--- config.mk ---
export PLATFORM = sky130hd
export DESIGN_NAME = key_debounce_pulse
export DESIGN_NICKNAME = d
export VERILOG_FILES = /design/src/rtl/key_debounce_pulse.sv
export SDC_FILE = /design/constraint.sdc
export NUM_CORES = 1
export LEC_CHECK = 0
export BUFFER_PORTS_ARGS = -buffer_cell sky130_fd_sc_hd__clkbuf_2
export CAP_MARGIN = 20
export CORE_MARGIN = 3
export CORE_UTILIZATION = 41
export DETAILED_ROUTE_END_ITERATION = 6
export GPL_ROUTABILITY_DRIVEN = 1
export HOLD_SLACK_MARGIN = 0.1
export SLEW_MARGIN = 0
export SYNTH_ARGS = -nofsm -noshare
export SYNTH_HDL_FRONTEND = slang
export SYNTH_HIERARCHICAL = 1
export SYNTH_SLANG_ARGS = --single-unit
--- constraint.sdc ---
create_clock -name clk -period 2.25 [get_ports clk]
set_clock_uncertainty 0.2 [all_clocks]
set_input_delay 0.1125 -clock clk [delete_from_list [all_inputs] [get_ports clk]]
set_output_delay 0.1125 -clock clk [all_outputs]
set_load 0.01 [all_outputs]
--- src/rtl/key_debounce_pulse.sv ---
//-----------------------------------------------------------------------------
// key_debounce_pulse
//
// Conditions the two raw, active-low board buttons (KEY2, KEY0) for the
// push-button counter logic. Each button is synchronised to clk, debounced,
// and turned into exactly one single-cycle press pulse per physical press.
// A button that is held therefore counts once downstream, not once per clock.
// The two channels are identical and fully independent.
//
// Ports:
//   clk         system clock, all logic on the rising edge
//   rst         synchronous, active-high reset
//   key2_n      raw KEY2, active low, asynchronous to clk
//   key0_n      raw KEY0, active low, asynchronous to clk
//   key2_pulse  one-cycle pulse per debounced KEY2 press (drives Key_2)
//   key0_pulse  one-cycle pulse per debounced KEY0 press (drives Key_0)
//   key2_level  debounced KEY2 state, 1 = held
//   key0_level  debounced KEY0 state, 1 = held
//
// Parameters:
//   CNT_MAX  consecutive stable synchronised samples needed to accept a
//            press or a release (1_000_000 = 20 ms at 50 MHz), 2..2^CNT_W-1
//   CNT_W    debounce counter width, CNT_MAX-1 must fit
//-----------------------------------------------------------------------------
`timescale 1ns/1ps

//-----------------------------------------------------------------------------
// key_debounce_channel
//
// One button channel: two-flop synchroniser followed by a four-state
// debounce FSM with registered pulse and level outputs.
//
// Ports:
//   clk      system clock
//   rst      synchronous, active-high reset
//   i_key_n  raw button, active low
//   o_pulse  one-cycle pulse on each accepted press
//   o_level  debounced button state, 1 = held
//-----------------------------------------------------------------------------
module key_debounce_channel #(
    parameter int CNT_MAX = 1000000,
    parameter int CNT_W   = 20
) (
    input  logic clk,
    input  logic rst,
    input  logic i_key_n,
    output logic o_pulse,
    output logic o_level
);

    typedef enum logic [1:0] {
        IDLE,
        PRESS_WAIT,
        HELD,
        RELEASE_WAIT
    } state_t;

    localparam logic [CNT_W-1:0] CNT_LAST = CNT_W'(CNT_MAX - 1);

    // Synchroniser flops; reset to 1 so the channel wakes up "released".
    logic r_sync1;
    logic r_sync2;
    logic w_s;          // synchronised button, 1 = pressed

    state_t           r_state;
    state_t           w_state_nxt;
    logic [CNT_W-1:0] r_cnt;
    logic [CNT_W-1:0] w_cnt_nxt;
    logic             r_pulse;
    logic             w_pulse_nxt;
    logic             r_level;
    logic             w_level_nxt;

    // The raw input feeds only the first flop; everything downstream sees
    // the second flop, so metastability has a full cycle to settle.
    // NOTE: sequential state uses non-blocking (<=) so every flop samples the
    // pre-edge value of its neighbours; blocking here would collapse the chain.
    always_ff @(posedge clk) begin
        if (rst) begin
            r_sync1 <= 1'b1;
            r_sync2 <= 1'b1;
        end else begin
            r_sync1 <= i_key_n;
            r_sync2 <= r_sync1;
        end
    end

    assign w_s = ~r_sync2;

    always_ff @(posedge clk) begin
        if (rst) begin
            r_state <= IDLE;
            r_cnt   <= '0;
            r_pulse <= 1'b0;
            r_level <= 1'b0;
        end else begin
            r_state <= w_state_nxt;
            r_cnt   <= w_cnt_nxt;
            r_pulse <= w_pulse_nxt;
            r_level <= w_level_nxt;
        end
    end

    // Pulse defaults to 0 every cycle, so it can only be high for the single
    // cycle following the PRESS_WAIT -> HELD transition.
    always_comb begin
        // NOTE: every output of this block is given a default first; a path
        // that leaves one unassigned would infer a latch.
        w_state_nxt = r_state;
        w_cnt_nxt   = r_cnt;
        w_pulse_nxt = 1'b0;
        w_level_nxt = r_level;

        unique case (r_state)
            IDLE: begin
                if (w_s) begin
                    w_state_nxt = PRESS_WAIT;
                    w_cnt_nxt   = '0;
                end
            end

            PRESS_WAIT: begin
                if (!w_s) begin
                    w_state_nxt = IDLE;            // bounce: abandon the press
                end else if (r_cnt == CNT_LAST) begin
                    w_state_nxt = HELD;
                    w_pulse_nxt = 1'b1;
                    w_level_nxt = 1'b1;
                end else begin
                    w_cnt_nxt = r_cnt + 1'b1;
                end
            end

            HELD: begin
                if (!w_s) begin
                    w_state_nxt = RELEASE_WAIT;
                    w_cnt_nxt   = '0;
                end
            end

            RELEASE_WAIT: begin
                if (w_s) begin
                    w_state_nxt = HELD;            // release glitch, no new pulse
                end else if (r_cnt == CNT_LAST) begin
                    w_state_nxt = IDLE;
                    w_level_nxt = 1'b0;
                end else begin
                    w_cnt_nxt = r_cnt + 1'b1;
                end
            end

            default: begin
                w_state_nxt = IDLE;
            end
        endcase
    end

    assign o_pulse = r_pulse;
    assign o_level = r_level;

endmodule

//-----------------------------------------------------------------------------
// Top level: two independent channels. Both pulses may be high in the same
// cycle; priority between them is resolved by the downstream counter.
//-----------------------------------------------------------------------------
module key_debounce_pulse #(
    parameter int CNT_MAX = 1000000,
    parameter int CNT_W   = 20
) (
    input  logic clk,
    input  logic rst,
    input  logic key2_n,
    input  logic key0_n,
    output logic key2_pulse,
    output logic key0_pulse,
    output logic key2_level,
    output logic key0_level
);

    key_debounce_channel #(
        .CNT_MAX (CNT_MAX),
        .CNT_W   (CNT_W)
    ) u_key2 (
        .clk     (clk),
        .rst     (rst),
        .i_key_n (key2_n),
        .o_pulse (key2_pulse),
        .o_level (key2_level)
    );

    key_debounce_channel #(
        .CNT_MAX (CNT_MAX),
        .CNT_W   (CNT_W)
    ) u_key0 (
        .clk     (clk),
        .rst     (rst),
        .i_key_n (key0_n),
        .o_pulse (key0_pulse),
        .o_level (key0_level)
    );

endmodule

# Word-level counts from Yosys, hierarchy flattened
# Cells that the tools add are included.
# op_classes
addsub	2
n_mul	0
n_div	0
n_lt_le_gt_ge	0
n_eq_ne	24
n_shift	0
n_mux	38
bitwise_logic	2
n_reduce_logical	12
# op_table
operator	n
$mux 20	10
$pmux 20 s4	2
$add 20x1->20 const B	2
$eq 20x20->1 const B	2
$mux 2	12
$ne 2x1->1 const B	8
$pmux 2 s4	2
$reduce_and 4->1	4
$mux 1	10
$reduce_and 5->1	2
$eq 2x2->1 const B	4
$ne 2x2->1 const B	4
$ne 3x1->1 const B	2
$ne 3x3->1 const B	2
$reduce_or 3->1	2
$eq 2x1->1 const B	2
$logic_not 2->1	2
$pmux 1 s2	2
$reduce_bool 2->1	2
$not 1->1	2
# totals
ff_bits	52
latch_bits	0
ram_bits	0
rom_bits	0
input_bits	4
output_inout_bits	4
wordCells	90
n_memories	0

# Logic depth before layout (Yosys ltp)
# Gate-level depths: netlist of run 1.
# depth
word_depth	4
ltp_mapped	8
depth_no_buf	6

# Hierarchy
# The synthesis of run 1 kept the hierarchy.
# modules_own_cells
mod	n_inst	cells_each	area_per_inst_um2	seq_area_each_um2
key_debounce_channel	2	171	1420.1	520.5

# Least setup slack after synthesis of run 1
# OpenSTA, ideal clock, no wires.
# synth_path
path_kind	reg-to-reg
startpoint	register u_key0.r_cnt[0]
endpoint	register u_key0.r_cnt[12]
setup_ps	130
arrival_ps	1870
t_required_ps	1920
path_slack_ps	50
stages_incl_launch_ff	7
path_buffers	0
period_less_slack_ps	2200
path_cell_list	dfxtp_1 ha_1 nand3_2 or3_4 or3_2 nand3_2 o32ai_1
# synth_via
elab_chain_cells	4
word_cells_on_any_way	6
cone_classes	add/sub: 1; eq/ne: 1; mux: 4
# synth_rtl
element	line	rtl
from (decl)	67	logic [CNT_W-1:0] r_cnt;
from (signal assigned)	98	r_cnt <= w_cnt_nxt;
$add 20x1->20 / $eq 20x20->1 (equally long branches)	-	
$mux 20 *	125, 144	
$mux 20 (on tied branches)	142, 123	
$pmux 20 s4 *	114	unique case (r_state)
# Every way passes the cells marked *; elsewhere a longest branch is shown, timed or not. The select of a mux whose other input is x is not followed.
# A chain may end at the register's enable or synchronous reset.

# Worst setup path after layout of run 1
# layout_path
startpoint	register u_key0.r_cnt[0]
endpoint	register u_key0.r_cnt[9]
# Same word-level chain as after synthesis.

==> results of run 1 <==
## logic make-up (layout without fill, tap and decap cells)
logic type                 count (synthesis)  after routing  synth area share, %
and+or+nand+nor                          152            154                30.57
AOI/OAI and AO/OA                         88             88                20.88
DFF                                       52             52                36.65
buffers and inverters                     42             75                8.546
xor gates and xnor gates                   4              4                1.762
adders and majority gates                  2              2               0.8809
muxes                                      2              2               0.7049
## per-stage QoR
step	std cells	TNS, ns	utilization, %
after floorplan	342	0	-
after global placement	437	0	46.72
after detailed placement	437	-0.1463	46.72
after CTS	447	0	48.68
after global routing	454	-0.02226	50.92
final	454	0	50.92
## per-layer routing
metal	up-vias	share of wire, %	global-route usage (%)
met5	-	0	0
met4	0	1.0	4.736
met3	5	5.0	3.041
met2	64	42	25.79
met1	1211	52	27.68
li1	1340	-	-
## final timing paths
check                                     start              end  slack [ns]  cells past startpoint
worst min register to register   u_key2/r_sync1   u_key2/r_sync2        0.24                      1
worst max register to register  u_key0/r_cnt[0]  u_key0/r_cnt[9]         0.1                      8
worst min-delay path             u_key2/r_sync1   u_key2/r_sync2        0.24                      1
worst max-delay path            u_key0/r_cnt[0]  u_key0/r_cnt[9]         0.1                      8
## layout make-up
cell class                      count  area (um2)  share of cell area, %
Multi-Input combinational cell    250        1662                  49.96
Sequential cell                    52        1045                  31.41
Timing Repair Buffer               47       355.3                  10.68
Tap cell                           77       96.34                  2.897
Clock buffer                        6       82.58                  2.483
Inverter                           20       75.07                  2.257
Clock inverter                      2       10.01                 0.3010
## timing repair
item	CTS	global route
resized for setup	2	18
gates cloned	0	3
pin swaps	1	4
endpoints found under the hold margin	2	0
setup endpoints to repair	13	29
hold buffers	2	0
setup buffers	0	4
## Yosys cell counts, types with 4 or more instances
library cell,instances,area [um2]
buf_6,4,45.04
nand3_2,4,40.04
or2_2,4,25.02
nor3_1,8,40.04
or3_2,4,30.03
nor2_1,28,105.1
nor2b_1,4,25.02
clkbuf_1,12,45.04
nand3_1,18,90.09
o32ai_1,12,105.1
a22oi_1,6,45.04
a31oi_1,6,37.54
o21ai_0,16,80.08
or3_1,14,87.58
nand2_1,22,82.58
dfxtp_1,52,1041
o41ai_1,4,35.03
o31ai_1,6,45.04
a21oi_1,28,140.1
nand3b_1,8,60.06
nor4_1,12,75.07
inv_1,20,75.07
nand4_1,12,75.07
## power by group
part           switching, W  total (W)  internal [W]
clock              0.000319   0.000565      0.000247
sequential       0.00000729   0.000935      0.000927
combinational     0.0000613  0.0000990     0.0000376
## critical path, delay by kind of cell, from the launching register on
| family | cells | cell delay, ns |
|---|---|---|
| fa+ha+maj | 1 | 0.14 |
| compound gates | 1 | 0.35 |
| simple gates | 4 | 0.68 |
| buf+inv | 2 | 0.32 |
| flops | 1 | 0.37 |
==> flow_metrics.py, run 1 <==
metrics = {
    "yosys": {
        "syn_avg_cell_area_um2": 8.305,
        "synth_flop_cell": "dfxtp_1",
        "yosysSeqAreaShare_pct": 36.65,
        "ys_ff_latch": 52,
        "mappedNetlistArea_um2": 2840,
        "syn_nets": 348,
        "synth_edf_count": 0,
        "yosys_warnings": 6,
        "yosysUniqueCellTypes": 42,
        "synthArstFlopShare_pct": 0,
        "synthCells": 342,
    },
    "floorplan": {
        "dieWidth_um": 89.23,
        "rows": 29,
        "ios": 8,
        "initial_core_util_pct": 43.49,
        "fp.dieArea_um2": 7962,
        "die_h_um": 89.23,
        "fp.coreArea_um2": 6531,
    },
    "global_route": {
        "gr-total-overflow": 0,
        "grt_max_degree": 41,
        "globalRouteTotalUtil_pct": 18.01,
        "grt_pass1_wl_mm": 11.49,
        "grt_pass1_vias": 2355,
        "antenna_found_initial": 0,
    },
    "power": {
        "p_leak_nw": 1.099,
        "ir_drop_mv": 0.1969,
        "pwr_density_cell_nw_per_um2": 480.9,
        "total_power_w": 0.001599,
    },
    "cts": {
        "clkTransAtPathRegs_ns": 0.10,
        "tritoncts": "built",
        "cts_inserted_buffers": 5,
        "clockRootBuffer": "clkbuf_8",
        "clockBufferDepth": 2,
        "clock_latency_ns": 0.31,
        "cts_sinks": 52,
        "cts_max_level": 2,
    },
    "sta": {
        "tightest_slew_ns": 0.7489,
        "fin_ws_ns": 0.09975,
        "rsz0062_at_grt": "yes",
        "fin_crit_ns": 2.150,
        "finalMaxSlewViolations": 0,
        "period_share_pct": 95.57,
        "max_freq_ghz": 0.4651,
        "worst_hold_slack_ns": 0.2362,
        "setup_viol": 0,
        "relSlewSlack_pct": 50.07,
        "hold_violations": 0,
    },
    "cells_and_area": {
        "drive_gt1_share_pct": 22.81,
        "top_regs": "u_key0/r_cnt x20, u_key2/r_cnt x20",
        "area_growth_pct": 17.09,
        "layout_commonest_cell": "dfxtp_1",
        "fin_area_um2": 3326,
        "nFillCells": 618,
        "final_cell_mix": "49 x dfxtp_1, 34 x buf_4, 28 x nor2_1, 28 x a21oi_1, 22 x nand2_1",
        "layout.nets": 382,
        "n_antenna_cell": 0,
    },
    "critical_path": {
        "path_max_fanout": 8,
        "critPathArrivalTime_ns": 2.18,
        "worstSetupStartpointType": "flop",
        "cp_slowest_stage_delay_ns": 0.41,
        "critPathCaptureType": "flop",
        "path_cells": "ha_4 > nand3_2 > or3_4 > o31ai_4 > buf_6 > buf_4 > nor2_1 > nor3_2",
        "slowest_stage": "or3_4",
        "criticalPathCategory": "flop to flop",
        "crit_required_ns": 2.28,
    },
    "placed_design": {
        "numPortBuffers": 7,
        "dpl_cell_area_um2": 3052,
        "finalWeightedCongestion": 0.8025,
        "dp_hpwl_mm": 4.480,
        "dp_slack_ns": -0.03080,
    },
    "run": {
        "max_cap_viol_count": 0,
    },
    "routing": {
        "final_antenna_net_count": 0,
        "drt_pass1_iterations": 4,
        "drt-wirelength-per-cell_um": 14.98,
        "viasPerCell": 5.771,
        "drcViolationCount": 0,
        "drtIter0Drc": 202,
        "wirelength_mm": 6.801,
        "route.vias.total": 2620,
    },
    "outcome": {
        "status": "finished clean",
    },
    "hold_path": {
        "min_path_type": "flop to flop",
    },
}
No activity file was read; power rests on OpenSTA's default activity.
==> inputs of run 2 (changes only) <==
CORE_UTILIZATION = 26   (was 41)
==> run 2 against run 1 <==
Sequential power about the same. Final cell count increased by 13%. Count of clock-buffer cells in the layout did not move. Total power shrank 1.2%. Register-to-register slack got worse by 0.03 ns. Largest power group unchanged. Sequential cell count is the same. Worst setup slack lost 0.034 ns. Utilization decreased by 19 points. Cell area grew 0.56%. Sequential share of layout area decreased by 0.14 points. Clock power fell by 3%.
==> flow_metrics.py, run 2 (same netlist as run 1, synthesis figures left out) <==
metrics = {
    "routing": {
        "drt-wirelength-per-cell_um": 13.10,
        "viasPerCell": 5.155,
        "route.vias.total": 2634,
        "wirelength_mm": 6.694,
        "final_antenna_net_count": 0,
        "drt_pass1_iterations": 6,
        "drtIter0Drc": 202,
        "drcViolationCount": 0,
    },
    "cells_and_area": {
        "layout.nets": 380,
        "ff_latch_area_um2": 1046,
        "multiInputGateArea_um2": 1617,
        "layout_commonest_cell": "dfxtp_1",
        "nFillCells": 1132,
        "top_regs": "u_key0/r_cnt x20, u_key2/r_cnt x20",
        "final_cell_mix": "48 x dfxtp_1, 33 x buf_4, 28 x nor2_1, 28 x a21oi_1, 22 x nand2_1",
        "drive_gt1_share_pct": 21.87,
        "layout.cells.non_filler": 511,
        "area_growth_pct": 17.75,
        "n_antenna_cell": 0,
    },
    "floorplan": {
        "dieWidth_um": 110.5,
        "initial_core_util_pct": 27.15,
        "fp.dieArea_um2": 12210,
        "ios": 8,
        "die_h_um": 110.5,
        "rows": 37,
        "fp.coreArea_um2": 10460,
    },
    "critical_path": {
        "r2r-start": "u_key2/r_cnt[0]",
        "critPathCaptureType": "flop",
        "worstRegToRegCells": 7,
        "critPathArrivalTime_ns": 2.19,
        "worstSetupStartpointType": "flop",
        "regToRegSetupSlack_ns": 0.07,
        "path_max_fanout": 5,
        "path_cells": "ha_2 > nand3_2 > or3_4 > o31ai_4 > buf_6 > a21oi_1 > o32ai_1",
        "criticalPathCategory": "flop to flop",
        "r2r_end": "u_key2/r_cnt[10]",
        "crit_required_ns": 2.25,
        "cp_slowest_stage_delay_ns": 0.38,
        "slowest_stage": "or3_4",
    },
    "cts": {
        "tritoncts": "built",
        "clkTransAtPathRegs_ns": 0.10,
        "cts_sinks": 52,
        "clockRootBuffer": "clkbuf_8",
        "cts_inserted_buffers": 5,
        "cts_max_level": 2,
        "clockBufferDepth": 2,
        "clock_latency_ns": 0.31,
    },
    "global_route": {
        "globalRouteTotalUtil_pct": 10.82,
        "antenna_found_initial": 0,
        "grt_pass1_wl_mm": 11.36,
        "grt_max_degree": 42,
        "gr-total-overflow": 0,
        "grt_pass1_vias": 2407,
    },
    "power": {
        "p_leak_nw": 1.078,
        "total_power_w": 0.001580,
        "ir_drop_mv": 0.2234,
        "pwr_density_cell_nw_per_um2": 472.5,
    },
    "placed_design": {
        "dp_hpwl_mm": 4.621,
        "dp.cells": 496,
        "numPortBuffers": 7,
        "finalWeightedCongestion": 0.7797,
    },
    "outcome": {
        "status": "finished clean",
    },
    "sta": {
        "hold_violations": 0,
        "relSlewSlack_pct": 50.77,
        "finalMaxSlewViolations": 0,
        "period_share_pct": 97.08,
        "max_freq_ghz": 0.4578,
        "fin_crit_ns": 2.184,
        "setup_viol": 0,
        "tightest_slew_ns": 0.7384,
        "rsz0062_at_grt": "yes",
    },
    "run": {
        "max_cap_viol_count": 0,
    },
    "hold_path": {
        "min_path_type": "flop to flop",
        "whs_path_depth": 1,
        "min_from": "u_key2/r_sync1",
        "hold_path_end": "u_key2/r_sync2",
    },
}
==> run 2: cell type report <==
| class | count | share of cell area (%) |
|---|---|---|
| clock inverters | 2 | 0.4863 |
| flip-flops and latches | 52 | 31.28 |
| repair buffers | 46 | 10.40 |
| multi-input cells | 249 | 48.34 |
| well taps | 136 | 5.088 |
| clock buffers | 6 | 2.170 |
| inverters | 20 | 2.245 |
==> run 2: worst max path at each step <==
| stage | startpoint | end | slack [ns] | depth (start not counted) |
|---|---|---|---|---|
| floorplan | u_key0/r_cnt[0] | u_key0/r_cnt[12] | 0.05 | 6 |
| global placement | u_key2/r_cnt[0] | u_key2/r_cnt[15] | 0.01 | 6 |
| detailed placement | u_key2/r_cnt[0] | u_key2/r_cnt[14] | -0.02 | 6 |
| CTS | u_key2/r_cnt[0] | u_key2/r_cnt[16] | 0.02 | 6 |
| global route | u_key0/r_cnt[1] | u_key0/r_cnt[15] | -0.03 | 7 |
| finish | u_key2/r_cnt[0] | u_key2/r_cnt[10] | 0.07 | 7 |
==> run 2: timing repair <==
item,4_1_cts,5_1_grt
hold endpoints to repair,2,0
gates cloned,0,1
hold buffers,2,0
pin swaps,4,4
setup buffers,0,4
gates resized for setup,2,14
setup endpoints to repair,15,22
==> run 2: through the flow <==
stage               hold WS (ns)  utilization (%)  setup WS (ns)  cell area [um2]  setup TNS (ns)
floorplan                0.01631                -        0.04980             2840               0
global placement         0.09822            29.87        0.01367             3126               0
detailed placement        0.1078            29.87       -0.01852             3126        -0.09949
CTS                       0.2197            31.06        0.01522             3249               0
global route              0.2346            31.97       -0.03069             3344        -0.08814
finish                    0.2175            31.97        0.06569             3344               0
==> run 2: worst max-delay path, delay by kind of cell, from the launching register on <==
kind / cells / cell delay (ns)
compound gates: 3 / 0.69
simple gates: 2 / 0.46
flops: 1 / 0.35
fa+ha+maj: 1 / 0.20
buf+inv: 1 / 0.17
==> run 2: power by group <==
group,switching (W),internal [W]
clock,0.000324,0.000222
sequential,0.00000786,0.000928
combinational,0.0000586,0.0000403
==> run 2: layer usage <==
| metal | GRT usage (%) | up-vias | wire [um] |
|---|---|---|---|
| met5 | 0 | - | 0 |
| met4 | 3.777 | 0 | 47 |
| met3 | 1.589 | 2 | 274 |
| met2 | 16.95 | 50 | 3020 |
| met1 | 15.11 | 1233 | 3351 |
| li1 | - | 1349 | - |
==> inputs of run 3 (changes only) <==
--- a/config.mk
+++ b/config.mk
@@ -8,4 +8,6 @@
 export BUFFER_PORTS_ARGS = -buffer_cell sky130_fd_sc_hd__clkbuf_2
 export CAP_MARGIN = 20
+export CELL_PAD_IN_SITES_DETAIL_PLACEMENT = 1
+export CELL_PAD_IN_SITES_GLOBAL_PLACEMENT = 1
 export CORE_MARGIN = 3
 export CORE_UTILIZATION = 26
@@ -13,4 +15,6 @@
 export GPL_ROUTABILITY_DRIVEN = 1
 export HOLD_SLACK_MARGIN = 0.1
+export PLACE_DENSITY_LB_ADDON = 0.1
+export SKIP_CTS_REPAIR_TIMING = 1
 export SLEW_MARGIN = 0
 export SYNTH_ARGS = -nofsm -noshare
--- a/constraint.sdc
+++ b/constraint.sdc
@@ -3,3 +3,3 @@
 set_input_delay 0.1125 -clock clk [delete_from_list [all_inputs] [get_ports clk]]
 set_output_delay 0.1125 -clock clk [all_outputs]
-set_load 0.01 [all_outputs]
+set_load 0.1 [all_outputs]
==> run 3 against run 2 <==
Sequential cell count unchanged. Count of clock-buffer cells in the layout decreased by 1. Largest cell class unchanged. Total power increased by 10%. Final cell count rose by 2.7%. Critical path depth did not move. Non-clock buffer count increased by 13.
==> flow_metrics.py, run 3 (same netlist as run 1, synthesis figures left out) <==
metrics = {
    "placed_design": {
        "dp.cells": 507,
        "dp_slack_ns": -0.008226,
        "numPortBuffers": 7,
        "dp_hpwl_mm": 5.893,
        "finalWeightedCongestion": 0.7305,
    },
    "critical_path": {
        "critPathCaptureType": "flop",
        "crit_required_ns": 2.26,
        "critPathArrivalTime_ns": 2.13,
        "criticalPathCategory": "flop to flop",
        "worstSetupStartpointType": "flop",
        "path_max_fanout": 6,
    },
    "cts": {
        "cts_max_level": 2,
        "clkTransAtPathRegs_ns": 0.11,
        "clock_latency_ns": 0.31,
        "clockRootBuffer": "clkbuf_8",
        "cts_inserted_buffers": 5,
        "clockBufferDepth": 2,
        "tritoncts": "built",
        "cts_sinks": 52,
    },
    "power": {
        "pwr_density_cell_nw_per_um2": 490.5,
        "ir_drop_mv": 0.2554,
        "p_leak_nw": 1.192,
    },
    "routing": {
        "drt_pass1_iterations": 4,
        "drtIter0Drc": 192,
        "final_antenna_net_count": 0,
        "route.vias.total": 2727,
        "drt-wirelength-per-cell_um": 15.98,
        "drcViolationCount": 0,
        "viasPerCell": 5.194,
        "wirelength_mm": 8.391,
    },
    "floorplan": {
        "initial_core_util_pct": 27.15,
        "rows": 37,
        "dieWidth_um": 110.5,
        "ios": 8,
        "fp.coreArea_um2": 10460,
        "die_h_um": 110.5,
        "fp.dieArea_um2": 12210,
    },
    "sta": {
        "setup-tns-final_ns": 0,
        "rsz0062_at_grt": "no",
        "hold_violations": 0,
        "tightest_slew_ns": 0.6528,
        "finalMaxSlewViolations": 0,
        "max_freq_ghz": 0.4735,
        "fin_ws_ns": 0.1381,
        "relSlewSlack_pct": 56.48,
        "worst_hold_slack_ns": 0.2343,
        "setup_viol": 0,
        "fin_crit_ns": 2.112,
        "period_share_pct": 93.86,
    },
    "global_route": {
        "grt_pass1_wl_mm": 13.97,
        "grt_pass1_vias": 2653,
        "grt_max_degree": 34,
        "antenna_found_initial": 0,
        "gr-total-overflow": 0,
        "globalRouteTotalUtil_pct": 13.60,
    },
    "cells_and_area": {
        "top_regs": "u_key0/r_cnt x20, u_key2/r_cnt x20",
        "n_antenna_cell": 0,
        "area_growth_pct": 25.07,
        "drive_gt1_share_pct": 26.74,
        "layout_commonest_cell": "dfxtp_1",
        "final_core_util_pct": 33.95,
        "final_cell_mix": "47 x dfxtp_1, 45 x buf_4, 28 x nor2_1, 28 x a21oi_1, 22 x nand2_1",
        "nFillCells": 1260,
        "layout.cells.non_filler": 525,
        "layout.nets": 394,
    },
    "hold_path": {
        "min_path_type": "input pin to flop",
    },
    "run": {
        "max_cap_viol_count": 0,
    },
    "outcome": {
        "status": "finished clean",
    },
}
run 3: cell type report:
class / count / area (um2) / share of cell area [%]
inverter: 20 / 75.07 / 2.113
clock inverter: 3 / 42.54 / 1.198
sequential: 52 / 1047 / 29.48
timing repair buffer: 59 / 466.7 / 13.14
multi-input combinational: 250 / 1682 / 47.34
tap: 136 / 170.2 / 4.790
clock buffer: 5 / 68.82 / 1.937
run 3: worst paths after layout:
check | start | endpoint | slack (ns) | cells after the start
max | u_key0/r_cnt[1] | u_key0/r_cnt[12] | 0.14 | 7
min | rst | u_key2/r_state[0] | 0.23 | 2
max reg2reg | u_key0/r_cnt[1] | u_key0/r_cnt[12] | 0.14 | 7
min reg2reg | u_key0/r_sync1 | u_key0/r_sync2 | 0.24 | 1
run 3: metrics by stage:
step	total power [W]	cell area, um2
after floorplan	0.001043	2840
after global placement	0.001077	3233
after detailed placement	0.001078	3233
after CTS	0.001772	3344
after global routing	0.001826	3552
final	0.001743	3552
run 3: layer usage:
layer | part of all wire [%] | GRT usage (%)
met2 | 42 | 20.23
met3 | 2.6 | 2.301
met1 | 55 | 20.55
met4 | 0.87 | 2.709
met5 | 0 | 0
run 3: report_power, final:
part | leakage, nW | internal [W] | switching, W
registers | 0.423 | 0.000928 | 0.00000655
clock network | 0.0541 | 0.000330 | 0.000348
logic | 0.716 | 0.0000426 | 0.0000873
run 3: critical path: stages (launching register included):
cell	delay [ns]
dfxtp_2	0.35
ha_2	0.18
nand3_2	0.08
or3_4	0.38
o31ai_4	0.33
buf_6	0.18
a21oi_1	0.04
o32ai_1	0.26
